File: src/rtl/lcd_sign_if.sv
// LCD sign scanner bus: ROM read port plus the LCD RGB pins and frame marker.
interface lcd_sign_if #(
  parameter int unsigned ADDR_WIDTH = 17
) ();
  logic [ADDR_WIDTH-1:0] rom_addr;
  logic                  rom_data;
  logic                  lcd_hs;
  logic                  lcd_vs;
  logic                  lcd_de;
  logic [15:0]           lcd_rgb;
  logic                  frame_start;

  modport master (
    output rom_addr,
    output lcd_hs,
    output lcd_vs,
    output lcd_de,
    output lcd_rgb,
    output frame_start,
    input  rom_data
  );

  modport slave (
    input  rom_addr,
    input  lcd_hs,
    input  lcd_vs,
    input  lcd_de,
    input  lcd_rgb,
    input  frame_start,
    output rom_data
  );
endinterface

File: src/rtl/lcd_sign_scanner.sv
// Raster timing generator and 1-bit bitmap pixel formatter for an RGB565 LCD.
// Optional blink of the sign window when LCD_SIGN_BLINK_EN is defined.
module lcd_sign_scanner #(
`ifdef LCD_SIGN_BLINK_EN
  parameter int unsigned BLINK_FRAMES = 30,
`endif
  parameter int unsigned H_ACTIVE   = 480,
  parameter int unsigned H_FP       = 2,
  parameter int unsigned H_SYNC     = 41,
  parameter int unsigned H_BP       = 2,
  parameter int unsigned V_ACTIVE   = 272,
  parameter int unsigned V_FP       = 2,
  parameter int unsigned V_SYNC     = 10,
  parameter int unsigned V_BP       = 2,
  parameter int unsigned SIGN_X0    = 0,
  parameter int unsigned SIGN_Y0    = 0,
  parameter int unsigned SIGN_W     = 480,
  parameter int unsigned SIGN_H     = 272,
  parameter int unsigned ADDR_WIDTH = 17,
  parameter logic [15:0] FG_COLOR   = 16'hFFFF,
  parameter logic [15:0] BG_COLOR   = 16'h001F
) (
  input  logic       clk,
  input  logic       rst_n,
  input  logic       en_i,
  lcd_sign_if.master bus
);

  localparam int unsigned H_TOTAL = H_SYNC + H_BP + H_ACTIVE + H_FP;
  localparam int unsigned V_TOTAL = V_SYNC + V_BP + V_ACTIVE + V_FP;
  localparam int unsigned HW      = $clog2(H_TOTAL + 1);
  localparam int unsigned VW      = $clog2(V_TOTAL + 1);

  localparam logic [HW-1:0] HMax     = HW'(H_TOTAL - 1);
  localparam logic [HW-1:0] HSyncEnd = HW'(H_SYNC);
  localparam logic [HW-1:0] HActBeg  = HW'(H_SYNC + H_BP);
  localparam logic [HW-1:0] HActEnd  = HW'(H_SYNC + H_BP + H_ACTIVE);
  localparam logic [HW-1:0] HWinBeg  = HW'(H_SYNC + H_BP + SIGN_X0);
  localparam logic [HW-1:0] HWinEnd  = HW'(H_SYNC + H_BP + SIGN_X0 + SIGN_W);
  localparam logic [VW-1:0] VMax     = VW'(V_TOTAL - 1);
  localparam logic [VW-1:0] VSyncEnd = VW'(V_SYNC);
  localparam logic [VW-1:0] VActBeg  = VW'(V_SYNC + V_BP);
  localparam logic [VW-1:0] VActEnd  = VW'(V_SYNC + V_BP + V_ACTIVE);
  localparam logic [VW-1:0] VWinBeg  = VW'(V_SYNC + V_BP + SIGN_Y0);
  localparam logic [VW-1:0] VWinEnd  = VW'(V_SYNC + V_BP + SIGN_Y0 + SIGN_H);

  // Pipeline stage layout: {frame_start, win, de, vs, hs}, syncs kept active-high
  localparam int unsigned PHs = 0, PVs = 1, PDe = 2, PWin = 3, PFs = 4;

  logic [HW-1:0]         h_cnt_q, h_cnt_d;
  logic [VW-1:0]         v_cnt_q, v_cnt_d;
  logic [ADDR_WIDTH-1:0] addr_q, addr_d, addr_base;
  logic [ADDR_WIDTH-1:0] rom_addr_q, rom_addr_d;
  logic [4:0]            s1_q, s1_d, s2_q, s2_d;
  logic                  hs_q, hs_d, vs_q, vs_d, de_q, de_d, fs_q, fs_d;
  logic [15:0]           rgb_q, rgb_d;
  logic                  hs0, vs0, de0, win0, origin, frame_end, blink;

  always_comb begin
    hs0       = h_cnt_q < HSyncEnd;
    vs0       = v_cnt_q < VSyncEnd;
    de0       = (h_cnt_q >= HActBeg) && (h_cnt_q < HActEnd) &&
                (v_cnt_q >= VActBeg) && (v_cnt_q < VActEnd);
    win0      = de0 && (h_cnt_q >= HWinBeg) && (h_cnt_q < HWinEnd) &&
                (v_cnt_q >= VWinBeg) && (v_cnt_q < VWinEnd);
    origin    = (h_cnt_q == '0) && (v_cnt_q == '0);
    frame_end = en_i && (h_cnt_q == HMax) && (v_cnt_q == VMax);
    addr_base = origin ? '0 : addr_q;
  end

  always_comb begin
    h_cnt_d    = '0;
    v_cnt_d    = '0;
    addr_d     = '0;
    rom_addr_d = '0;
    s1_d       = '0;
    s2_d       = '0;
    hs_d       = 1'b1;
    vs_d       = 1'b1;
    de_d       = 1'b0;
    fs_d       = 1'b0;
    rgb_d      = 16'h0000;
    // en_i low flushes everything to reset values on the next edge
    if (en_i) begin
      h_cnt_d    = (h_cnt_q == HMax) ? '0 : h_cnt_q + HW'(1);
      v_cnt_d    = v_cnt_q;
      if (h_cnt_q == HMax) begin
        v_cnt_d = (v_cnt_q == VMax) ? '0 : v_cnt_q + VW'(1);
      end
      addr_d     = addr_base;
      rom_addr_d = rom_addr_q;
      if (win0) begin
        rom_addr_d = addr_base;
        addr_d     = addr_base + ADDR_WIDTH'(1);
      end
      s1_d  = {origin, win0, de0, vs0, hs0};
      s2_d  = s1_q;
      hs_d  = ~s2_q[PHs];
      vs_d  = ~s2_q[PVs];
      de_d  = s2_q[PDe];
      fs_d  = s2_q[PFs];
      // ROM data arrives alongside stage 2, so it pairs with s2_q here
      if (s2_q[PDe]) begin
        rgb_d = (s2_q[PWin] && bus.rom_data && !blink) ? FG_COLOR : BG_COLOR;
      end
    end
  end

  always_ff @(posedge clk or negedge rst_n) begin
    if (!rst_n) begin
      h_cnt_q    <= '0;
      v_cnt_q    <= '0;
      addr_q     <= '0;
      rom_addr_q <= '0;
      s1_q       <= '0;
      s2_q       <= '0;
      hs_q       <= 1'b1;
      vs_q       <= 1'b1;
      de_q       <= 1'b0;
      fs_q       <= 1'b0;
      rgb_q      <= 16'h0000;
    end else begin
      h_cnt_q    <= h_cnt_d;
      v_cnt_q    <= v_cnt_d;
      addr_q     <= addr_d;
      rom_addr_q <= rom_addr_d;
      s1_q       <= s1_d;
      s2_q       <= s2_d;
      hs_q       <= hs_d;
      vs_q       <= vs_d;
      de_q       <= de_d;
      fs_q       <= fs_d;
      rgb_q      <= rgb_d;
    end
  end

`ifdef LCD_SIGN_BLINK_EN
  localparam int unsigned FW = $clog2(BLINK_FRAMES + 1);
  localparam logic [FW-1:0] FLast = FW'(BLINK_FRAMES - 1);

  logic [FW-1:0] fcnt_q, fcnt_d;
  logic          phase_q, phase_d;

  // Counting completed frames keeps the very first frame at phase 0
  always_comb begin
    fcnt_d  = '0;
    phase_d = 1'b0;
    if (en_i) begin
      fcnt_d  = fcnt_q;
      phase_d = phase_q;
      if (frame_end) begin
        if (fcnt_q == FLast) begin
          fcnt_d  = '0;
          phase_d = ~phase_q;
        end else begin
          fcnt_d = fcnt_q + FW'(1);
        end
      end
    end
  end

  always_ff @(posedge clk or negedge rst_n) begin
    if (!rst_n) begin
      fcnt_q  <= '0;
      phase_q <= 1'b0;
    end else begin
      fcnt_q  <= fcnt_d;
      phase_q <= phase_d;
    end
  end

  assign blink = phase_q;
`else
  assign blink = 1'b0;
`endif

  assign bus.rom_addr    = rom_addr_q;
  assign bus.lcd_hs      = hs_q;
  assign bus.lcd_vs      = vs_q;
  assign bus.lcd_de      = de_q;
  assign bus.lcd_rgb     = rgb_q;
  assign bus.frame_start = fs_q;

endmodule
File: src/flat_wrapper.sv
// flat-port wrapper written by rule: the top's interface ports become plain ports
module lcd_sign_scanner_flat 
#(

  parameter int unsigned H_ACTIVE   = 480,
  parameter int unsigned H_FP       = 2,
  parameter int unsigned H_SYNC     = 41,
  parameter int unsigned H_BP       = 2,
  parameter int unsigned V_ACTIVE   = 272,
  parameter int unsigned V_FP       = 2,
  parameter int unsigned V_SYNC     = 10,
  parameter int unsigned V_BP       = 2,
  parameter int unsigned SIGN_X0    = 0,
  parameter int unsigned SIGN_Y0    = 0,
  parameter int unsigned SIGN_W     = 480,
  parameter int unsigned SIGN_H     = 272,
  parameter int unsigned ADDR_WIDTH = 17,
  parameter logic [15:0] FG_COLOR   = 16'hFFFF,
  parameter logic [15:0] BG_COLOR   = 16'h001F
)
  (clk, rst_n, en_i, bus_rom_addr, bus_lcd_hs, bus_lcd_vs, bus_lcd_de, bus_lcd_rgb, bus_frame_start, bus_rom_data);
  lcd_sign_if #(.ADDR_WIDTH(ADDR_WIDTH)) bus_i ();
  input  logic clk;
  input  logic rst_n;
  input  logic en_i;
  output wire logic [$bits(bus_i.rom_addr)-1:0] bus_rom_addr;
  output wire logic [$bits(bus_i.lcd_hs)-1:0] bus_lcd_hs;
  output wire logic [$bits(bus_i.lcd_vs)-1:0] bus_lcd_vs;
  output wire logic [$bits(bus_i.lcd_de)-1:0] bus_lcd_de;
  output wire logic [$bits(bus_i.lcd_rgb)-1:0] bus_lcd_rgb;
  output wire logic [$bits(bus_i.frame_start)-1:0] bus_frame_start;
  input wire logic [$bits(bus_i.rom_data)-1:0] bus_rom_data;
  assign bus_rom_addr = bus_i.rom_addr;
  assign bus_lcd_hs = bus_i.lcd_hs;
  assign bus_lcd_vs = bus_i.lcd_vs;
  assign bus_lcd_de = bus_i.lcd_de;
  assign bus_lcd_rgb = bus_i.lcd_rgb;
  assign bus_frame_start = bus_i.frame_start;
  assign bus_i.rom_data = bus_rom_data;
  lcd_sign_scanner #(.H_ACTIVE(H_ACTIVE), .H_FP(H_FP), .H_SYNC(H_SYNC), .H_BP(H_BP), .V_ACTIVE(V_ACTIVE), .V_FP(V_FP), .V_SYNC(V_SYNC), .V_BP(V_BP), .SIGN_X0(SIGN_X0), .SIGN_Y0(SIGN_Y0), .SIGN_W(SIGN_W), .SIGN_H(SIGN_H), .ADDR_WIDTH(ADDR_WIDTH), .FG_COLOR(FG_COLOR), .BG_COLOR(BG_COLOR)) u_core (.clk(clk), .rst_n(rst_n), .en_i(en_i), .bus(bus_i));
endmodule
File: config.mk
export PLATFORM = sky130hd
export DESIGN_NAME = lcd_sign_scanner_flat
export DESIGN_NICKNAME = d
export VERILOG_FILES = /design/src/rtl/lcd_sign_if.sv /design/src/rtl/lcd_sign_scanner.sv /design/src/flat_wrapper.sv
export SDC_FILE = /design/constraint.sdc
export NUM_CORES = 1
export LEC_CHECK = 0
export BUFFER_PORTS_ARGS = -buffer_cell sky130_fd_sc_hd__clkbuf_2
export CAP_MARGIN = 20
export CORE_MARGIN = 3
export CORE_UTILIZATION = 28
export DETAILED_ROUTE_END_ITERATION = 16
export RECOVER_POWER = 50
export SYNTH_ARGS = -nofsm -noshare
export SYNTH_HDL_FRONTEND = slang
export SYNTH_SLANG_ARGS = --single-unit
File: constraint.sdc
create_clock -name clk -period 3.8 [get_ports clk]
set_input_delay 0 -clock clk [delete_from_list [all_inputs] [get_ports clk]]
set_output_delay 0 -clock clk [all_outputs]
set_load 0.05 [all_outputs]
==> results by group, run 1 <==
Floorplanning
  • Core Rows: 39
  • Total die area: 13200 um2
  • Core Region: 11500 um2
  • Die Ht: 115 um
  • Initial Util: 28.9%
  • IO Count: 41
  • Horiz. Die Dim: 115 um

Clock tree
  • Clock root buffer: clkbuf_16
  • CTS max path bufs: 2
  • Clock Latency Late Sink: 0.33 ns
  • CTS tree: built
  • Sink Count: 68
  • H-tree levels: 3
  • Inserted Clock Buffers: 9
  • Reg clk slew, reported paths: 0.06 ns

STA
  • Slew Limit Headroom: 17.9%
  • Pin slew with the least headroom to its limit: 1.23 ns
  • Hold violation count in the final report: 0
  • Clock Skew: 0.00620 ns
  • Final setup fails: 0
  • TNS Setup: 0 ns
  • Fmax: 379 MHz
  • Min Tclk post-route: 2.64 ns
  • Period utilisation layout: 69.4%
  • Unrepaired setup endpoints after global routing: false
  • Slew Viols, Final: 0

Critical path
  • Path depth of the worst reg2reg path: 10
  • Crit path arrival time: 2.88 ns
  • Worst r2r dst: u_core.addr_q[12]
  • Worst Path Required: 4.04 ns
  • Largest delay share family, worst path: simple AND/OR/NAND/NOR gates
  • Worst Setup SP: u_core.h_cnt_q[0]
  • Worst path most repeated cell: ha_1
  • Slowest stage cell, crit path: or4_1
  • CP Class: reg2reg
  • Reg-to-Reg Start: u_core.h_cnt_q[0]
  • WP depth: 10
  • R2R Setup Slk: 1.16 ns
  • Worst path max stage delay: 0.51 ns
  • Crit start category: flip-flop
  • Kind of end point of the critical path: flip-flop
  • Crit path buffers/inverters: 2
  • Worst Path Max Fanout: 22
  • CP cell instances: inv_1, ha_1, nand3_1, nand4b_1, buf_4, and2_1, ha_1, o2111ai_2, or4_1, a21oi_1
  • Critical path capture point: u_core.addr_q[12]

Logic synthesis
  • Seq/Total Area, Yosys: 51.2%
  • Area leader, netlist: dfrtp_1
  • Synth top area share: 49.6%
  • Post-synthesis mux area share: 0%
  • #FFs+latches synth: 68
  • Syn Inst Count: 340
  • Main combinational cell family by area after synthesis: simple AND/OR/NAND/NOR gates
  • Post-synthesis simple-gate area fraction: 22.5%
  • Post-synth cell types: 45
  • Post-synth EDFFs: 0
  • FFs w/ async S/R, synth: 100%
  • Synth Area in Compound Gates: 14.5%
  • Top FF cell, synth: dfrtp_1
  • Synth Area in Adders: 2.25%
  • Synthesized area: 3330 um2
  • Syn Area/Cell: 9.79 um2
  • Synth warn: 0
  • Top cells by area, synth: dfrtp_1 (50%), nand3_1 (4.7%), a21oi_1 (4.5%), buf_4 (4.1%), nand2_1 (4.1%)
  • Syn Nets: 350
  • Synth Area in XOR/XNOR: 2.89%

Global routing
  • Global-route wire length before repair: 11800 um
  • Pin count of the biggest net entering global routing: 47
  • Vias in the first global route: 2459
  • Total track usage: 10.9%
  • Gr ovfl total: 0
  • Initial antenna violation count: 0

Detailed routing
  • Drt pass-1 iters: 4
  • WL final: 6770 um
  • Via count: 2536
  • DRC viols: 0
  • DR vias/cell: 4.93
  • Final antenna-violating net count: 0
  • Wire per inst: 13.2 um
  • Detailed Route Iter0 Violations: 187

Min path
  • Hold path depth: 2
  • Hold WC Path Type: in2reg

Finish
  • Area delta synth->final: 15.6%
  • Fill cells: 1177
  • Storage cell area: 1700 um2
  • # diodes: 0
  • Commonest non-fill, non-tap cell in the layout: dfrtp_1
  • Multi-input logic area: 1400 um2
  • Leading cell types in the layout, fill and taps excluded: dfrtp_1 (66), clkbuf_1 (39), nand2_1 (36)
  • Core Util, Final: 33.4%
  • Share of cells above drive strength 1: 8.89%
  • Final net count: 376

Status
  • Status: finished clean

Place
  • Detail Placement HPWL: 4480 um
  • GPL Wtd Cong: 0.758
  • I/O Buffers: 40

Power
  • Sw frac: 19.9%
  • Switching power: 0.349 mW
  • P_leak: 1.57 nW
  • Worst vdd ir: 0.218 mV
  • P_int: 1.40 mW
  • Clock network power share: 54.0%
  • Part of the power in registers: 42.1%
  • Power per cell area: 456 nW/um2
  • Comb pwr share: 3.9%

Run
  • Max_cap viols: 0
[kinds of logic (layout without fill, tap and decap cells)]
| kind of cell | after synthesis | in the layout |
|---|---|---|
| flops | 68 | 68 |
| fa+ha+maj | 6 | 6 |
| simple gates | 143 | 143 |
| compound gates | 74 | 74 |
| buf+inv | 38 | 69 |
| xor+xnor | 11 | 11 |
[registers in the layout (all words and copies together) (netlist names)]
register / flops
u_core.v_cnt_q: 9
u_core.h_cnt_q: 10
u_core.bus.lcd_vs: 1
u_core.addr_q: 17
u_core.s2_q: 5
u_core.s1_q: 5
u_core.bus.frame_start: 1
u_core.bus.lcd_hs: 1
u_core.bus.lcd_de: 1
u_core.bus.rom_addr: 17
u_core.bus.lcd_rgb: 1
[how the worst min path moves through the flow]
stage / start / end / slack [ns]
3_5_place_dp: rst_n / u_core.bus.rom_addr[9] / -0.003
6_report: en_i / u_core.bus.lcd_hs / 0.02
5_1_grt: en_i / u_core.bus.lcd_vs / 0.09
3_3_place_gp: rst_n / u_core.bus.rom_addr[5] / -0.01
2_1_floorplan: rst_n / u_core.addr_q[0] / -0.30
4_1_cts: en_i / u_core.bus.lcd_hs / 0.02
[cell type report]
cell class                      count  area share (%)
Tap cell                          143            4.65
Timing Repair Buffer               44            4.81
Multi-Input combinational cell    234            36.5
Clock buffer                       11            6.31
Clock inverter                      5            2.60
Inverter                            9           0.878
Sequential cell                    68            44.3
[worst reg2reg max path, stage by stage (launching register included)]
cell and delay, ns:
dfrtp_1 0.44, inv_1 0.07, ha_1 0.21, nand3_1 0.12
nand4b_1 0.13, buf_4 0.25, and2_1 0.17, ha_1 0.17
o2111ai_2 0.33, or4_1 0.51, a21oi_1 0.16
[layer usage]
layer | vias to the layer above | part of all wire (%) | GRT usage (%)
met5 | - | 0 | 0
met4 | 0 | 1.0 | 3.91
met3 | 5 | 3.3 | 2.68
met2 | 45 | 45 | 17.1
met1 | 1250 | 50 | 14.7
li1 | 1236 | - | -
[metrics by stage]
| step | area, um2 | setup slack, ns | hold WS, ns | cells | total power [mW] |
|---|---|---|---|---|---|
| 3_3_place_gp | 3530 | 1.26 | -0.00967 | 496 | 0.818 |
| 4_1_cts | 3900 | 1.14 | 0.0232 | 514 | 1.78 |
| 6_report | 3850 | 1.16 | 0.0201 | 514 | 1.75 |
| 3_5_place_dp | 3530 | 1.17 | -0.00260 | 496 | 0.820 |
| 2_1_floorplan | 3330 | 1.33 | -0.296 | 340 | 0.789 |
| 5_1_grt | 3850 | 0.926 | 0.0903 | 514 | 1.83 |
[timing repair]
item                      in CTS  in global routing
gates resized for setup        0                  0
hold buffers                   2                  0
buffers inserted               0                  0
hold endpoints to repair      23                  0
[synthesized netlist by cell type (all sizes together) (7+ instances only)]
| library cell | n |
|---|---|
| nand2 | 36 |
| nor2 | 19 |
| nand3 | 31 |
| or3 | 7 |
| and3 | 10 |
| o31ai | 9 |
| a21oi | 32 |
| dfrtp | 66 |
| and2 | 12 |
| o21ai | 21 |
| or4 | 7 |
| buf | 23 |
| inv | 9 |
| xor2 | 9 |
[power groups by stage]
stage               registers (mW)  clock network, mW  logic, mW
finish                       0.739              0.946     0.0680
global route                 0.739               1.01     0.0778
CTS                          0.738              0.973     0.0712
detailed placement           0.751                  0     0.0693
global placement             0.750                  0     0.0673
floorplan                    0.755                  0     0.0340
Note: power is estimated with default switching activity, not from simulation.
==> run 2, diff against run 1 <==
clock period = 2.6 ns   (was 3.8 ns; I/O delays follow)
==> results by group, run 2 (synthesis gave the netlist of run 1 again) <==
Clock tree
  • Reg clk slew, reported paths: 0.06 ns
  • Inserted Clock Buffers: 9
  • Clock Latency Late Sink: 0.33 ns
  • H-tree levels: 3
  • CTS tree: built
  • CTS max path bufs: 2
  • Sink Count: 68
  • Post-CTS Setup Repair Bufs: 0
  • Clock root buffer: clkbuf_16

STA
  • Slew Limit Headroom: -9.94%
  • Clock Skew: 0.0120 ns
  • Final setup fails: 0
  • Pin slew with the least headroom to its limit: 1.65 ns
  • Fin worst setup slack: 0.196 ns
  • Slew Viols, Final: 69
  • Period utilisation layout: 92.5%
  • Min Tclk post-route: 2.40 ns
  • Fmax: 416 MHz
  • Hold violation count in the final report: 0
  • Unrepaired setup endpoints after global routing: false
  • TNS Setup: 0 ns

Critical path
  • Worst path max stage delay: 0.57 ns
  • Worst Path Required: 2.86 ns
  • Crit path arrival time: 2.66 ns
  • CP cell instances: ha_1, o21ai_1, a211oi_2, o211ai_4, or4_1, a21oi_1
  • Slowest stage cell, crit path: or4_1
  • Worst Path Max Fanout: 24
  • CP Class: reg2reg
  • Kind of end point of the critical path: flip-flop
  • Crit start category: flip-flop

Finish
  • Non-filler instance count after layout: 522
  • # diodes: 0
  • Share of cells above drive strength 1: 14.2%
  • Core Util, Final: 33.6%
  • Commonest non-fill, non-tap cell in the layout: dfrtp_1
  • Final net count: 384
  • Area delta synth->final: 16.3%
  • Leading cell types in the layout, fill and taps excluded: dfrtp_1 (66), nand2_1 (36), nand3_1 (31)

Power
  • Worst vdd ir: 0.352 mV
  • P_leak: 1.62 nW
  • Power per cell area: 598 nW/um2

Global routing
  • Vias in the first global route: 2429
  • Total track usage: 10.8%
  • Initial antenna violation count: 0
  • Gr ovfl total: 0
  • Pin count of the biggest net entering global routing: 69
  • Global-route wire length before repair: 11500 um

Detailed routing
  • DR vias/cell: 4.93
  • Via count: 2572
  • Final antenna-violating net count: 0
  • Drt pass-1 iters: 4
  • DRC viols: 0
  • Wire per inst: 13.2 um
  • WL final: 6870 um
  • Detailed Route Iter0 Violations: 167

Floorplanning
  • Core Region: 11500 um2
  • IO Count: 41
  • Core Rows: 39
  • Die Ht: 115 um
  • Horiz. Die Dim: 115 um
  • Total die area: 13200 um2
  • Initial Util: 28.9%

Run
  • Max_cap viols: 1

Place
  • Pre-CTS setup slack: 0.217 ns
  • Post-Place Cells: 504
  • Detail Placement HPWL: 4480 um
  • GPL Wtd Cong: 0.765
  • I/O Buffers: 40

Min path
  • Hold WC Path Type: in2reg

Status
  • Status: finished with violations
  • Failing checks: max-capacitance violations, max-slew violations
-- run 2: what timing repair did --
action	CTS	global route
endpoints found under the hold margin	67	0
gates resized for setup	0	1
hold buffers	2	0
endpoints found under the setup margin	0	1
-- run 2: through the flow --
step | instance area (um2) | hold slack (ns) | power, mW
floorplan | 3330 | -0.296 | 1.15
global route | 3870 | 0.0686 | 2.41
detailed placement | 3590 | 0.242 | 1.20
finish | 3870 | 0.0254 | 2.32
CTS | 3900 | 0.00981 | 2.36
global placement | 3590 | 0.238 | 1.20
-- run 2: power breakdown --
group	total, mW	switching (mW)	leakage [nW]	internal, mW
Clock	1.13	0.441	0.135	0.694
Combinational	0.102	0.0770	0.549	0.0248
Sequential	1.08	0.00783	0.932	1.07
-- run 2: per-layer routing --
metal,GRT usage (%),vias to the layer above,share of wire (%)
met2,17.3,49,47
met1,13.9,1261,48
met5,0,-,0
met3,2.37,11,3.5
li1,-,1251,-
met4,5.16,0,1.9
-- run 2: area by class of cell --
class / count / area [um2]
clock buffer: 12 / 256
clock inverter: 4 / 25.0
fill: 1164 / 7640
inverter: 9 / 33.8
multi-input combinational: 234 / 1410
sequential: 68 / 1700
tap: 143 / 179
timing repair buffer: 52 / 262
-- run 2: final timing paths --
path	from	to	slack, ns	depth (start not counted)
worst max-delay path	u_core.h_cnt_q[0]	u_core.addr_q[5]	0.20	6
worst min-delay path	en_i	u_core.bus.lcd_hs	0.03	2
worst max register to register	u_core.h_cnt_q[0]	u_core.addr_q[5]	0.20	6
worst min register to register	u_core.s2_q[0]	u_core.bus.lcd_hs	0.37	1
max in group asynchronous	rst_n	u_core.s1_q[4]	0.89	3
min in group asynchronous	rst_n	u_core.bus.rom_addr[6]	0.71	3
-- run 2: critical path, delay by kind of cell, from the launching register on --
family / cells / cell delay (ns)
DFF: 1 / 0.44
AOI/OAI and AO/OA: 4 / 1.02
and+or+nand+nor: 1 / 0.57
adders and majority gates: 1 / 0.29
==> run 3, diff against run 2 <==
clock period = 2 ns   (was 2.6 ns; I/O delays follow)
==> results by group, run 3 (synthesis gave the netlist of run 1 again) <==
Floorplanning
  • Horiz. Die Dim: 115 um
  • Core Region: 11500 um2
  • Initial Util: 28.9%
  • Die Ht: 115 um
  • Total die area: 13200 um2
  • Core Rows: 39
  • IO Count: 41

Critical path
  • Worst r2r dst: u_core.addr_q[16]
  • Worst Path Max Fanout: 8
  • Critical path capture point: u_core.addr_q[16]
  • CP Class: reg2reg
  • Reg-to-Reg Start: u_core.h_cnt_q[8]
  • R2R Setup Slk: -0.20 ns
  • Worst Setup SP: u_core.h_cnt_q[8]
  • Worst Path Required: 2.25 ns
  • Crit path arrival time: 2.45 ns
  • Path depth of the worst reg2reg path: 9
  • Crit start category: flip-flop
  • Kind of end point of the critical path: flip-flop

Finish
  • # diodes: 0
  • Fill cells: 1119
  • Core Util, Final: 38.1%
  • Leading cell types in the layout, fill and taps excluded: dfrtp_1 (65), buf_4 (37), nand2_1 (35)
  • Final Instance Area: 4390 um2
  • Final net count: 421
  • Non-filler instance count after layout: 559
  • Commonest non-fill, non-tap cell in the layout: dfrtp_1
  • Area delta synth->final: 31.9%
  • Share of cells above drive strength 1: 27.4%

Clock tree
  • Reg clk slew, reported paths: 0.06 ns
  • Clock Latency Late Sink: 0.32 ns
  • Inserted Clock Buffers: 9
  • H-tree levels: 3
  • CTS tree: built
  • CTS max path bufs: 2
  • Clock root buffer: clkbuf_16
  • Sink Count: 68

Global routing
  • Total track usage: 11.8%
  • Gr ovfl total: 0
  • Vias in the first global route: 2653
  • Pin count of the biggest net entering global routing: 45
  • Global-route wire length before repair: 12700 um
  • Initial antenna violation count: 0

STA
  • Unrepaired setup endpoints after global routing: true
  • Hold violation count in the final report: 0
  • Pin slew with the least headroom to its limit: 1.36 ns
  • Fmax: 454 MHz
  • Fin worst setup slack: -0.202 ns
  • Min Tclk post-route: 2.20 ns
  • Clock Skew: 0.00661 ns
  • Slew Viols, Final: 0
  • Slew Limit Headroom: 9.36%
  • Period utilisation layout: 110%
  • Final setup fails: 10

Detailed routing
  • Via count: 2728
  • DR vias/cell: 4.88
  • WL final: 7470 um
  • Drt pass-1 iters: 4
  • Met2 wire length: 3660 um
  • Wire per inst: 13.4 um
  • DRC viols: 0
  • Met1 wire length: 3500 um
  • Top Layer Used: met4
  • Detailed Route Iter0 Violations: 183
  • Final antenna-violating net count: 0
  • Met3 WL: 224 um

Place
  • Pre-CTS setup slack: -0.347 ns
  • I/O Buffers: 40
  • DP Area: 3880 um2
  • Detail Placement HPWL: 5050 um
  • GPL Wtd Cong: 0.796
  • Post-Place Cells: 535

Status
  • Status: finished with violations
  • Failing checks: negative setup slack

Power
  • Worst vdd ir: 0.423 mV
  • P_leak: 1.89 nW
  • Power per cell area: 774 nW/um2

Min path
  • Hold WC Path Type: in2reg
  • Hold path depth: 3

Run
  • Max_cap viols: 0
[run 3: cell types whose count changed in the layout (fill, tap and decap cells not counted), sizes merged]
cell,before,now
buf,10,46
clkinv,2,3
clkbuf,52,50
o2111ai,1,2
bufinv,0,3
clkinvlp,2,0
[run 3: area by class of cell]
class / count / area [um2] / share of cell area (%)
inverters: 9 / 33.8 / 0.769
clock buffers: 10 / 229 / 5.21
repair buffers: 88 / 602 / 13.7
multi-input cells: 235 / 1530 / 34.8
well taps: 143 / 179 / 4.07
flip-flops and latches: 68 / 1710 / 38.8
clock inverters: 6 / 113 / 2.56
[run 3: where the power goes]
group / total (mW) / switching [mW] / internal, mW
clock: 1.80 / 0.581 / 1.22
sequential: 1.40 / 0.00588 / 1.39
combinational: 0.201 / 0.120 / 0.0807
[run 3: worst min-delay path by stage]
stage	start	to
after detailed placement	rst_n	u_core.bus.rom_addr[8]
after CTS	en_i	u_core.bus.lcd_hs
after global placement	rst_n	u_core.bus.rom_addr[8]
after global routing	en_i	u_core.bus.lcd_hs
after floorplan	rst_n	u_core.addr_q[0]
final	en_i	u_core.bus.lcd_hs
[run 3: metal layers]
layer  vias to the layer above  GRT usage [%]
li1                       1328              -
met3                         8           2.37
met2                        49           19.8
met5                         -              0
met4                         0           3.44
met1                      1343           15.5
[run 3: critical path: stages (launching register included)]
cell       delay (ns)
dfrtp_1          0.48
nor3_2           0.08
buf_4            0.15
nand3_1          0.10
nand4b_1         0.18
and2_4           0.18
ha_4             0.16
o2111ai_4        0.18
or4_1            0.45
a21oi_1          0.17
[run 3: per-stage QoR]
stage,setup TNS (ns),hold WS (ns),power (mW)
after global placement,-2.44,0.0302,1.59
after CTS,-1.84,0.0631,3.42
after floorplan,-3.27,-0.296,1.51
after global routing,-5.63,0.0807,3.51
final,-1.36,0.0538,3.40
after detailed placement,-3.68,0.0359,1.59
[run 3: timing repair]
item                                    4_1_cts  5_1_grt
resized for setup                            10       18
pin swaps                                    11        6
buffers inserted                              4        2
endpoints found under the setup margin       28       36
endpoints found under the hold margin        25        0
hold buffers                                  2        0
gates cloned                                  1        0
